File: config.mk
export PLATFORM = sky130hd
export DESIGN_NAME = dwcv_ctrl
export DESIGN_NICKNAME = d
export VERILOG_FILES = /design/src/rtl/dwcv_ctrl.sv
export SDC_FILE = /design/constraint.sdc
export NUM_CORES = 1
export LEC_CHECK = 0
export CAP_MARGIN = 30
export CORE_MARGIN = 3
export CORE_UTILIZATION = 60
export CTS_BUF_LIST = sky130_fd_sc_hd__clkbuf_16
export DETAILED_ROUTE_END_ITERATION = 8
export PLACE_DENSITY = 0.83
export SYNTH_ARGS = -nofsm -noshare
export SYNTH_HDL_FRONTEND = slang
export SYNTH_SLANG_ARGS = --single-unit
File: constraint.sdc
create_clock -name clk -period 4.25 [get_ports clk]
set_input_delay 0.6375 -clock clk [delete_from_list [all_inputs] [get_ports clk]]
set_output_delay 0.6375 -clock clk [all_outputs]
set_load 0.01 [all_outputs]
File: src/rtl/dwcv_ctrl.sv
// Sequencer for a depthwise-separable conv layer sharing one conv_layer engine:
// depthwise jobs per input channel, then pointwise jobs per output channel.
module dwcv_ctrl #(
    parameter int INPUT_CHANNELS  = 3,
    parameter int OUTPUT_CHANNELS = 3,
    parameter int TIMEOUT_CYCLES  = 1024,
    localparam int MAX_CH = (INPUT_CHANNELS > OUTPUT_CHANNELS)
                          ? ((INPUT_CHANNELS > 2) ? INPUT_CHANNELS : 2)
                          : ((OUTPUT_CHANNELS > 2) ? OUTPUT_CHANNELS : 2),
    localparam int CH_W = $clog2(MAX_CH)
) (
    input  logic            clk,
    input  logic            rst_n,
    input  logic            start,
    input  logic            abort,
    input  logic            eng_done,
    output logic            busy,
    output logic            done,
    output logic            error,
    output logic            eng_start,
    output logic            eng_mode,
    output logic [CH_W-1:0] eng_ch
);

    localparam int WD_W = (TIMEOUT_CYCLES > 1) ? $clog2(TIMEOUT_CYCLES) : 1;
    localparam logic [CH_W-1:0] DW_LAST = CH_W'(INPUT_CHANNELS - 1);
    localparam logic [CH_W-1:0] PW_LAST = CH_W'(OUTPUT_CHANNELS - 1);
    localparam logic [WD_W-1:0] WD_LAST = WD_W'(TIMEOUT_CYCLES - 1);

    typedef enum logic [2:0] {
        IDLE, DW_ISSUE, DW_WAIT, PW_ISSUE, PW_WAIT, FIN
    } state_t;

    state_t          state_q, state_d;
    logic [CH_W-1:0] ch_q, ch_d;
    logic [WD_W-1:0] wd_q, wd_d;
    logic            mode_q, mode_d;
    logic            error_q, error_d;
    logic            busy_q, busy_d;
    logic            done_q, done_d;
    logic            eng_start_q, eng_start_d;

    always_comb begin
        state_d = state_q;
        ch_d    = ch_q;
        wd_d    = wd_q;
        mode_d  = mode_q;
        error_d = error_q;
        case (state_q)
            IDLE: begin
                if (start) begin
                    state_d = DW_ISSUE;
                    ch_d    = '0;
                    error_d = 1'b0;
                end
            end
            DW_ISSUE: begin
                state_d = DW_WAIT;
                wd_d    = '0;
            end
            PW_ISSUE: begin
                state_d = PW_WAIT;
                wd_d    = '0;
            end
            DW_WAIT, PW_WAIT: begin
                // A completion in the same cycle as the timeout still counts as success.
                if (eng_done) begin
                    if (state_q == DW_WAIT) begin
                        if (ch_q < DW_LAST) begin
                            ch_d    = ch_q + CH_W'(1);
                            state_d = DW_ISSUE;
                        end else begin
                            ch_d    = '0;
                            state_d = PW_ISSUE;
                        end
                    end else begin
                        if (ch_q < PW_LAST) begin
                            ch_d    = ch_q + CH_W'(1);
                            state_d = PW_ISSUE;
                        end else begin
                            state_d = FIN;
                        end
                    end
                end else if ((TIMEOUT_CYCLES != 0) && (wd_q == WD_LAST)) begin
                    error_d = 1'b1;
                    state_d = FIN;
                end else begin
                    wd_d = wd_q + WD_W'(1);
                end
            end
            FIN: state_d = IDLE;
            default: state_d = IDLE;
        endcase

        if (abort && (state_q != IDLE)) begin
            state_d = IDLE;
            ch_d    = '0;
            error_d = error_q;
        end

        if (state_d == DW_ISSUE) mode_d = 1'b0;
        if (state_d == PW_ISSUE) mode_d = 1'b1;

        eng_start_d = (state_d == DW_ISSUE) || (state_d == PW_ISSUE);
        busy_d      = eng_start_d || (state_d == DW_WAIT) || (state_d == PW_WAIT);
        done_d      = (state_d == FIN);
    end

    always_ff @(posedge clk or negedge rst_n) begin
        if (!rst_n) begin
            state_q     <= IDLE;
            ch_q        <= '0;
            wd_q        <= '0;
            mode_q      <= 1'b0;
            error_q     <= 1'b0;
            busy_q      <= 1'b0;
            done_q      <= 1'b0;
            eng_start_q <= 1'b0;
        end else begin
            state_q     <= state_d;
            ch_q        <= ch_d;
            wd_q        <= wd_d;
            mode_q      <= mode_d;
            error_q     <= error_d;
            busy_q      <= busy_d;
            done_q      <= done_d;
            eng_start_q <= eng_start_d;
        end
    end

    assign busy      = busy_q;
    assign done      = done_q;
    assign error     = error_q;
    assign eng_start = eng_start_q;
    assign eng_mode  = mode_q;
    assign eng_ch    = ch_q;

endmodule

[After elaboration in Yosys (flattened, before gate mapping)]
Index checks and enable logic that the tools add are counted.
W data, S select, Z words.
Word-level totals
  register bits after elaboration: 20
  input bits: 5
  word-level logic and storage cells: 68
  output and inout bits: 7
Operators by class
  reduce and logical (&&, ||, !) cells: 15
  order comparisons: 1
  add/subtract/negate cells: 2
  equal/unequal tests: 17
  bitwise gates (word level): 1
  multiplexer cells: 24
Operators with widths (number)
  $mux W10: 2
  $pmux W10 S2: 1
  $mux W3: 6
  $mux W2: 7
  $eq A3 B2 Y1 const B: 4
  $pmux W3 S4: 1
  $add A10 B1 Y10 const B: 1
  $eq A10 B10 Y1 const B: 1
  $eq A3 B3 Y1 const B: 3
  $ne A2 B2 Y1 const B: 4
  $eq A3 B1 Y1 const B: 2
  $ne A3 B3 Y1 const B: 2
  $reduce_bool A2 Y1: 3
  $reduce_bool A3 Y1: 2
  $mux W1: 5
  $reduce_and A5 Y1: 1
  $ne A4 B4 Y1 const B: 1
  $pmux W2 S2: 1
  $reduce_and A4 Y1: 1
  $reduce_or A2 Y1: 2
  $logic_not A3 Y1: 1
  $logic_or A1 B1 Y1: 3
  $reduce_and A3 Y1: 1
  $add A2 B1 Y2 const B: 1
  other kinds (4): 4

[Logic depth before layout (Yosys ltp)]
Gate-level depths: netlist (run 1).
  depth after elaboration: 10
  gate-level depth with buffers: 9
  gate-level depth less buffers: 8

[Worst setup path after synthesis (run 1)]
Ideal clock, no wire load.
  kind: flip-flop to flip-flop
  start: register state_q[0]
  end: register mode_q, in the netlist eng_mode
  cell stages (with the launch flop): 9
  slack: 2.257 ns
  arrival: 1.867 ns
  buffers on the path: 1
  setup time: 0.125 ns
  data required time: 4.125 ns
  cells stage by stage: dfrtp_1 -> clkbuf_8 -> nor2_1 -> nand2_1 -> ha_1 -> nand2b_1 -> a221oi_2 -> o21a_4 -> mux2_4
On the way
  cells in the longest elaborated chain, start to end: 7
RTL lines
  from (decl): RTL line 34  | state_t state_q, state_d;
  from (signal assigned): RTL line 120  | state_q <= state_d;
  $eq A3 B2 Y1: RTL line 49, 68
  $mux W3: RTL line 68  | if (state_q == DW_WAIT) begin
  $mux W3: RTL line 67  | if (eng_done) begin
  $pmux W3 S4: RTL line 49  | case (state_q)
  $mux W3 *: RTL line 95  | if (abort && (state_q != IDLE)) begin
  $eq A3 B2 Y1 or $eq A3 B1 Y1 (tied branches): RTL line 102, 101
  $mux W1 or $reduce_bool A2 Y1 (tied branches)
  to (signal assigned): RTL line 123  | mode_q <= mode_d;
  to (decl): RTL line 37  | logic mode_q, mode_d;
Mark *: on every way between the ends. The rest lies on a longest branch, timed or not.
A chain may end at the register's enable or synchronous reset.

[Worst setup path after layout (run 1)]
  start: input port eng_done
  end: register mode_q, in the netlist eng_mode
On the way
  cells in the longest elaborated chain, start to end: 5
RTL lines
  from (decl): RTL line 16  | input logic eng_done,
  $mux W3 *: RTL line 67
  $pmux W3 S4 *: RTL line 49
  $mux W3 *: RTL line 95
  $eq A3 B2 Y1 or $eq A3 B1 Y1 (tied branches): RTL line 102, 101
  $mux W1 or $reduce_bool A2 Y1 (tied branches)
Marks and branches as above.

==> qor.csv, run 1 <==
metric,value,unit
compound-cell area share of the yosys netlist,16.6,%
Max Transition Viols Final,0,
ys flop type,dfrtp_1,
Yosys warning count,0,
post-synthesis mux area share,2.89,%
CP max FO,7,
"slowest stage cell, crit path",clkdlybuf4s50_1,
Post-synth EDFFs,0,
drt wl/cell,16.0,um
Worst R2R Setup Slack,1970,ps
Worst-path clk slew,60,ps
FILL cells,126,
CP endpoint kind,register,
crit path from,eng_done,
Antenna diodes,0,
CP required,4390,ps
Die X,51.0,um
share of post-route cells with drive strength above 1,12.3,%
"most common cell after layout, fill and taps aside",dfrtp_1,
Post-Synth Simple-Gate Area,24.9,%
clock tree from TritonCTS,done,
post-route ant nets,0,
"Avg Cell Area, Syn",10.2,um^2
CTS buffer count,3,
die height,51.0,um
vias per cell,6.03,
Fin Clk Skew,2.07,ps
IO Pins,12,
Synth area leader,dfrtp_1,
CP peak stage delay,550,ps
drt total wl,2490,um
Final Total Pwr,824,uW
cells along the critical path,clkdlybuf4s50_1 -> nor2b_1 -> nor4b_1 -> a221oi_2 -> o21a_4 -> mux2_4,
first-pass GRT wire length,4350,um
r2r endpoint,eng_mode,
post-CTS setup buffers,0,
Worst Tran Pin Value,875,ps
number of remaining DRC errors,0,
share of the synthesized area in the top cell type,41.3,%
Achievable Freq,0.436,GHz
final hold vios,0,
Initial DRT Pass Iterations,5,
top post-synthesis cells by area,"dfrtp_1 (41%), xor2_1 (4.3%), ha_1 (4.1%), nand2_1 (3.7%), nor2_1 (3.1%)",
CP arrival,2430,ps
Worst Setup Path Type,input pin to register,
Root Driver,clkbuf_16,
vias in the first global route,930,
pin count of the biggest net entering global routing,21,
Post-Synthesis Cell Area,1210,um^2
DP Worst Slack,1710,ps
later-pin clock latency in the skew report,250,ps
P&R area growth vs syn,16.8,%
setup TNS,0,ps
Post-Syn Nets,128,
Final nets,140,
DP HPWL,1720,um
clk sink count,20,
initial core utilization,66.6,%
number of H-tree levels,1,
crit start category,input pin,
antenna violations before repair,0,
register area,500,um^2
die area,2600,um^2
core box area,1820,um^2
pwr dens,582,nW/um^2
Yosys reg bits,20,
Post-Synth XOR/XNOR Area,5.78,%
fin crit period,2290,ps
"commonest cells after routing, fill and taps aside","dfrtp_1 (20), nand2_1 (12), clkdlybuf4s50_1 (11), nor2_1 (10), nand3_1 (7)",
cell row count,15,
initial DRC count,20,
"Async S/R FF share, synth",100,%
setup ws final,1960,ps
Final Core Density,77.8,%
hold_buf cts,0,
Tot GR Track Use,23.1,%
register area share after synthesis,41.3,%
CTS resizes,0,
final setup fails,0,
Reg2Reg Depth,7,
post-synthesis adder-cell area fraction,4.13,%
worst vdd ir,0.000453,V
RR Startpoint,state_q[1],
Pleak,0.000613,uW
PortBufs,11,
Critical Path Sink,eng_mode,
multi-input logic area,658,um^2
worst hold path class,register to register,
Placer Congestion,0.805,
period utilisation layout,54.0,%
Slew HR,41.5,%
worst hold slack,487,ps
max_cap viols,0,
CTS max path bufs,2,
status,"complete, no violations",
Cell variety after synth,42,
grt ovf,0,
Post-Syn Instances,119,
largest family of logic cells by synthesized area,simple AND/OR/NAND/NOR gates,
Vias,935,
unrepaired setup endpoints after global routing,no,
## worst max-delay path: cells and delay by family
kind | cells | cell delay (ps)
AO/OA/AOI/OAI | 2 | 350
buffers and inverters | 1 | 550
multiplexers | 1 | 290
AND/OR/NAND/NOR | 2 | 610
## power by group
part | switching [uW] | internal [uW]
Sequential | 58.9 | 226
Combinational | 149 | 134
Clock | 70.2 | 187
## worst min-delay path by stage
stage,start,end,slack [ps],depth (start not counted)
6_report,error,error,490,1
5_1_grt,error,error,530,1
4_1_cts,error,error,490,1
3_5_place_dp,error,error,480,1
3_3_place_gp,error,error,480,1
2_1_floorplan,rst_n,busy,340,0
## area by class of cell
| cell class | count | share of cell area (%) |
|---|---|---|
| Multi-Input combinational cell | 92 | 46.5 |
| Clock buffer | 3 | 5.30 |
| Sequential cell | 20 | 35.3 |
| Clock inverter | 1 | 2.12 |
| Inverter | 3 | 0.795 |
| Tap cell | 25 | 2.21 |
| Timing Repair Buffer | 11 | 7.77 |
## flip-flops by register name, indices dropped and copies added, names as in the netlist
register,count
wd_q,10
state_q,3
eng_ch,2
done,1
busy,1
eng_start,1
error,1
eng_mode,1
## per-stage QoR
| stage | cells | instance area [um^2] |
|---|---|---|
| 2_1_floorplan | 119 | 1210 |
| 3_3_place_gp | 151 | 1310 |
| 3_5_place_dp | 151 | 1310 |
| 4_1_cts | 155 | 1420 |
| 5_1_grt | 155 | 1420 |
| 6_report | 155 | 1420 |
## Yosys cell counts, drive strengths merged (3+ instances only)
library cell   n
clkbuf         3
ha             4
nor2          10
nor3           3
inv            3
nand2         12
o21ai          4
and3           3
nand3          7
dfrtp         20
nand4          4
xor2           6
a21oi          5
## layer usage
| layer | share of wire [%] | track usage (%) |
|---|---|---|
| met2 | 50 | 38.8 |
| met3 | 5.5 | 7.58 |
| met1 | 43 | 26.1 |
| met5 | 0 | 0 |
| met4 | 2.0 | 11.2 |
## kinds of logic after synthesis
family          Yosys count
flops                    20
buf+inv                   7
simple gates             55
mux                       3
fa+ha+maj                 4
xor+xnor                  8
compound gates           22
No activity file was read; power rests on OpenSTA's default activity.
==> inputs of run 2 (changes only) <==
--- a/config.mk
+++ b/config.mk
@@ -7,10 +7,10 @@
 export LEC_CHECK = 0
 export CAP_MARGIN = 30
 export CORE_MARGIN = 3
-export CORE_UTILIZATION = 60
+export CORE_UTILIZATION = 50
 export CTS_BUF_LIST = sky130_fd_sc_hd__clkbuf_16
 export DETAILED_ROUTE_END_ITERATION = 8
-export PLACE_DENSITY = 0.83
+export PLACE_DENSITY = 0.74
 export SYNTH_ARGS = -nofsm -noshare
 export SYNTH_HDL_FRONTEND = slang
 export SYNTH_SLANG_ARGS = --single-unit
==> constraint.sdc (replaced) <==
create_clock -name clk -period 1.9 [get_ports clk]
set_input_delay 0.285 -clock clk [delete_from_list [all_inputs] [get_ports clk]]
set_output_delay 0.285 -clock clk [all_outputs]
set_load 0.01 [all_outputs]
==> run 2 against run 1 <==
Register-to-register slack lost 1900 ps. Worst setup slack lost 1900 ps. Final cell count grew 17%. Clock power grew 67%. Design area grew 16%. Sequential power grew 97%. Total power grew 140%. Hold slack lost 120 ps. Critical path depth grew 1. Largest power group is now combinational logic.
==> qor.csv, run 2 (synthesized netlist as in run 1, its figures left out) <==
metric,value,unit,change
number of remaining DRC errors,0,,unchanged
later-pin clock latency in the skew report,250,ps,about the same
Worst Tran Pin Value,415,ps,-461 ps
Worst Setup Path Type,register to register,,
Finished Cell Area,1640,um^2,+16%
number of H-tree levels,1,,unchanged
share of post-route cells with drive strength above 1,31.2,%,+19 points
Slew HR,72.3,%,+31 points
max reg flops,10,,unchanged
post-route ant nets,0,,unchanged
"commonest cells after routing, fill and taps aside","buf_4 (23), dfrtp_1 (20), nand2_1 (11), clkdlybuf4s50_1 (11), nor2_1 (9)",,
vias per cell,5.54,,-8.1%
Vias,1009,,+7.9%
Worst-path clk slew,50,ps,about the same
Die X,55.2,um,+8.4%
drt wl/cell,15.1,um,-6.1%
Achievable Freq,0.537,GHz,
Post-Layout Cell Count,182,,+17%
pwr dens,1190,nW/um^2,+110%
IO Pins,12,,unchanged
period utilisation layout,98.0,%,
worst hold slack,368,ps,-119 ps
clock tree from TritonCTS,done,,
Tot GR Track Use,18.6,%,-4.5 points
initial core utilization,53.8,%,-13 points
Placed Area,1480,um^2,+12%
Pleak,0.000730,uW,+19%
status,"complete, no violations",,
largest register by flop count,wd_q,,
CTS buffer count,3,,unchanged
final setup fails,0,,unchanged
CP endpoint kind,register,,
clk sink count,20,,unchanged
Root Driver,clkbuf_16,,
setup TNS,0,ps,unchanged
Final nets,164,,+17%
P&R area growth vs syn,35.2,%,
Initial DRT Pass Iterations,4,,-1
vias in the first global route,1047,,+13%
Max Transition Viols Final,0,,unchanged
Antenna diodes,0,,unchanged
DP HPWL,1850,um,+7.6%
"most common cell after layout, fill and taps aside",buf_4,,
die height,55.2,um,+8.4%
CP required,2040,ps,-2350 ps
PortBufs,11,,unchanged
crit start category,register,,
final hold vios,0,,unchanged
Placer Congestion,0.807,,+0.20%
worst hold path class,input pin to async pin,,
worst vdd ir,0.00104,V,+130%
cell row count,17,,+2
Reg2Reg Depth,7,,unchanged
CP arrival,2000,ps,-430 ps
core box area,2250,um^2,+24%
antenna violations before repair,0,,unchanged
die area,3050,um^2,+18%
drt total wl,2740,um,+10%
Fin Clk Skew,2.60,ps,+0.532 ps
CP max FO,3,,-4
grt ovf,0,,unchanged
unrepaired setup endpoints after global routing,yes,,
initial DRC count,4,,-80%
max_cap viols,0,,unchanged
cell total after placement,174,,+15%
CTS max path bufs,2,,unchanged
fin crit period,1860,ps,
first-pass GRT wire length,4560,um,+4.9%
hold_buf cts,0,,unchanged
pin count of the biggest net entering global routing,21,,unchanged
[run 2: power breakdown]
part	total, uW	switching [uW]	leakage (uW)	internal [uW]
registers	562	55.2	0.000272	506
clock network	430	150	0.0000385	280
logic	965	483	0.000420	482
[run 2: worst max-delay path: stages (launching register included)]
cell and delay, ps:
dfrtp_1 380, nor2_2 140, nand2_2 100, ha_4 190
nand2b_4 140, a221oi_2 320, o21a_4 180, mux2_4 290
[run 2: routing by layer]
| layer | GRT usage (%) | part of all wire [%] | vias up | wire length (um) |
|---|---|---|---|---|
| li1 | - | - | 499 | - |
| met4 | 6.94 | 2.0 | 0 | 55 |
| met5 | 0 | 0 | - | 0 |
| met2 | 32.3 | 50 | 14 | 1360 |
| met3 | 3.74 | 2.4 | 7 | 66 |
| met1 | 22.6 | 46 | 489 | 1260 |
[run 2: timing repair]
action / CTS / global route
endpoints found under the hold margin: 0 / 0
gates resized for setup: 2 / 10
pin swaps: 0 / 4
setup endpoints to repair: 2 / 6
setup buffers: 1 / 3
[run 2: through the flow]
step / power, uW / utilization [%] / worst slack, ps
after global placement: 1400 / 65.4 / -186
final: 1960 / 72.7 / 38.8
after floorplan: 1120 / - / -62.7
after detailed placement: 1430 / 65.4 / -187
after global routing: 2100 / 72.7 / -93.3
after CTS: 1890 / 69.6 / 0.0229
[run 2: layout make-up]
class / count / area, um^2
Multi-Input combinational cell: 92 / 719
Inverter: 3 / 11.3
Fill cell: 184 / 616
Clock inverter: 1 / 3.75
Tap cell: 28 / 35.0
Timing Repair Buffer: 35 / 294
Sequential cell: 20 / 500
Clock buffer: 3 / 75.1
[run 2: final timing paths]
check,from,endpoint,slack [ps]
hold reg to reg,error,error,490
min in group clk,error,error,490
setup / recovery,state_q[2],eng_mode,40
setup reg to reg,state_q[2],eng_mode,40
hold / removal,rst_n,busy,370
max in group asynchronous,rst_n,done,1330
==> inputs of run 3 (changes only) <==
--- a/config.mk
+++ b/config.mk
@@ -9,6 +9,7 @@
 export CORE_MARGIN = 3
 export CORE_UTILIZATION = 50
 export CTS_BUF_LIST = sky130_fd_sc_hd__clkbuf_16
+export CTS_CLUSTER_DIAMETER = 50
 export DETAILED_ROUTE_END_ITERATION = 8
 export PLACE_DENSITY = 0.74
 export SYNTH_ARGS = -nofsm -noshare
==> results of run 3 <==
No change in the layout: final DEF, timing and power equal those of run 2.
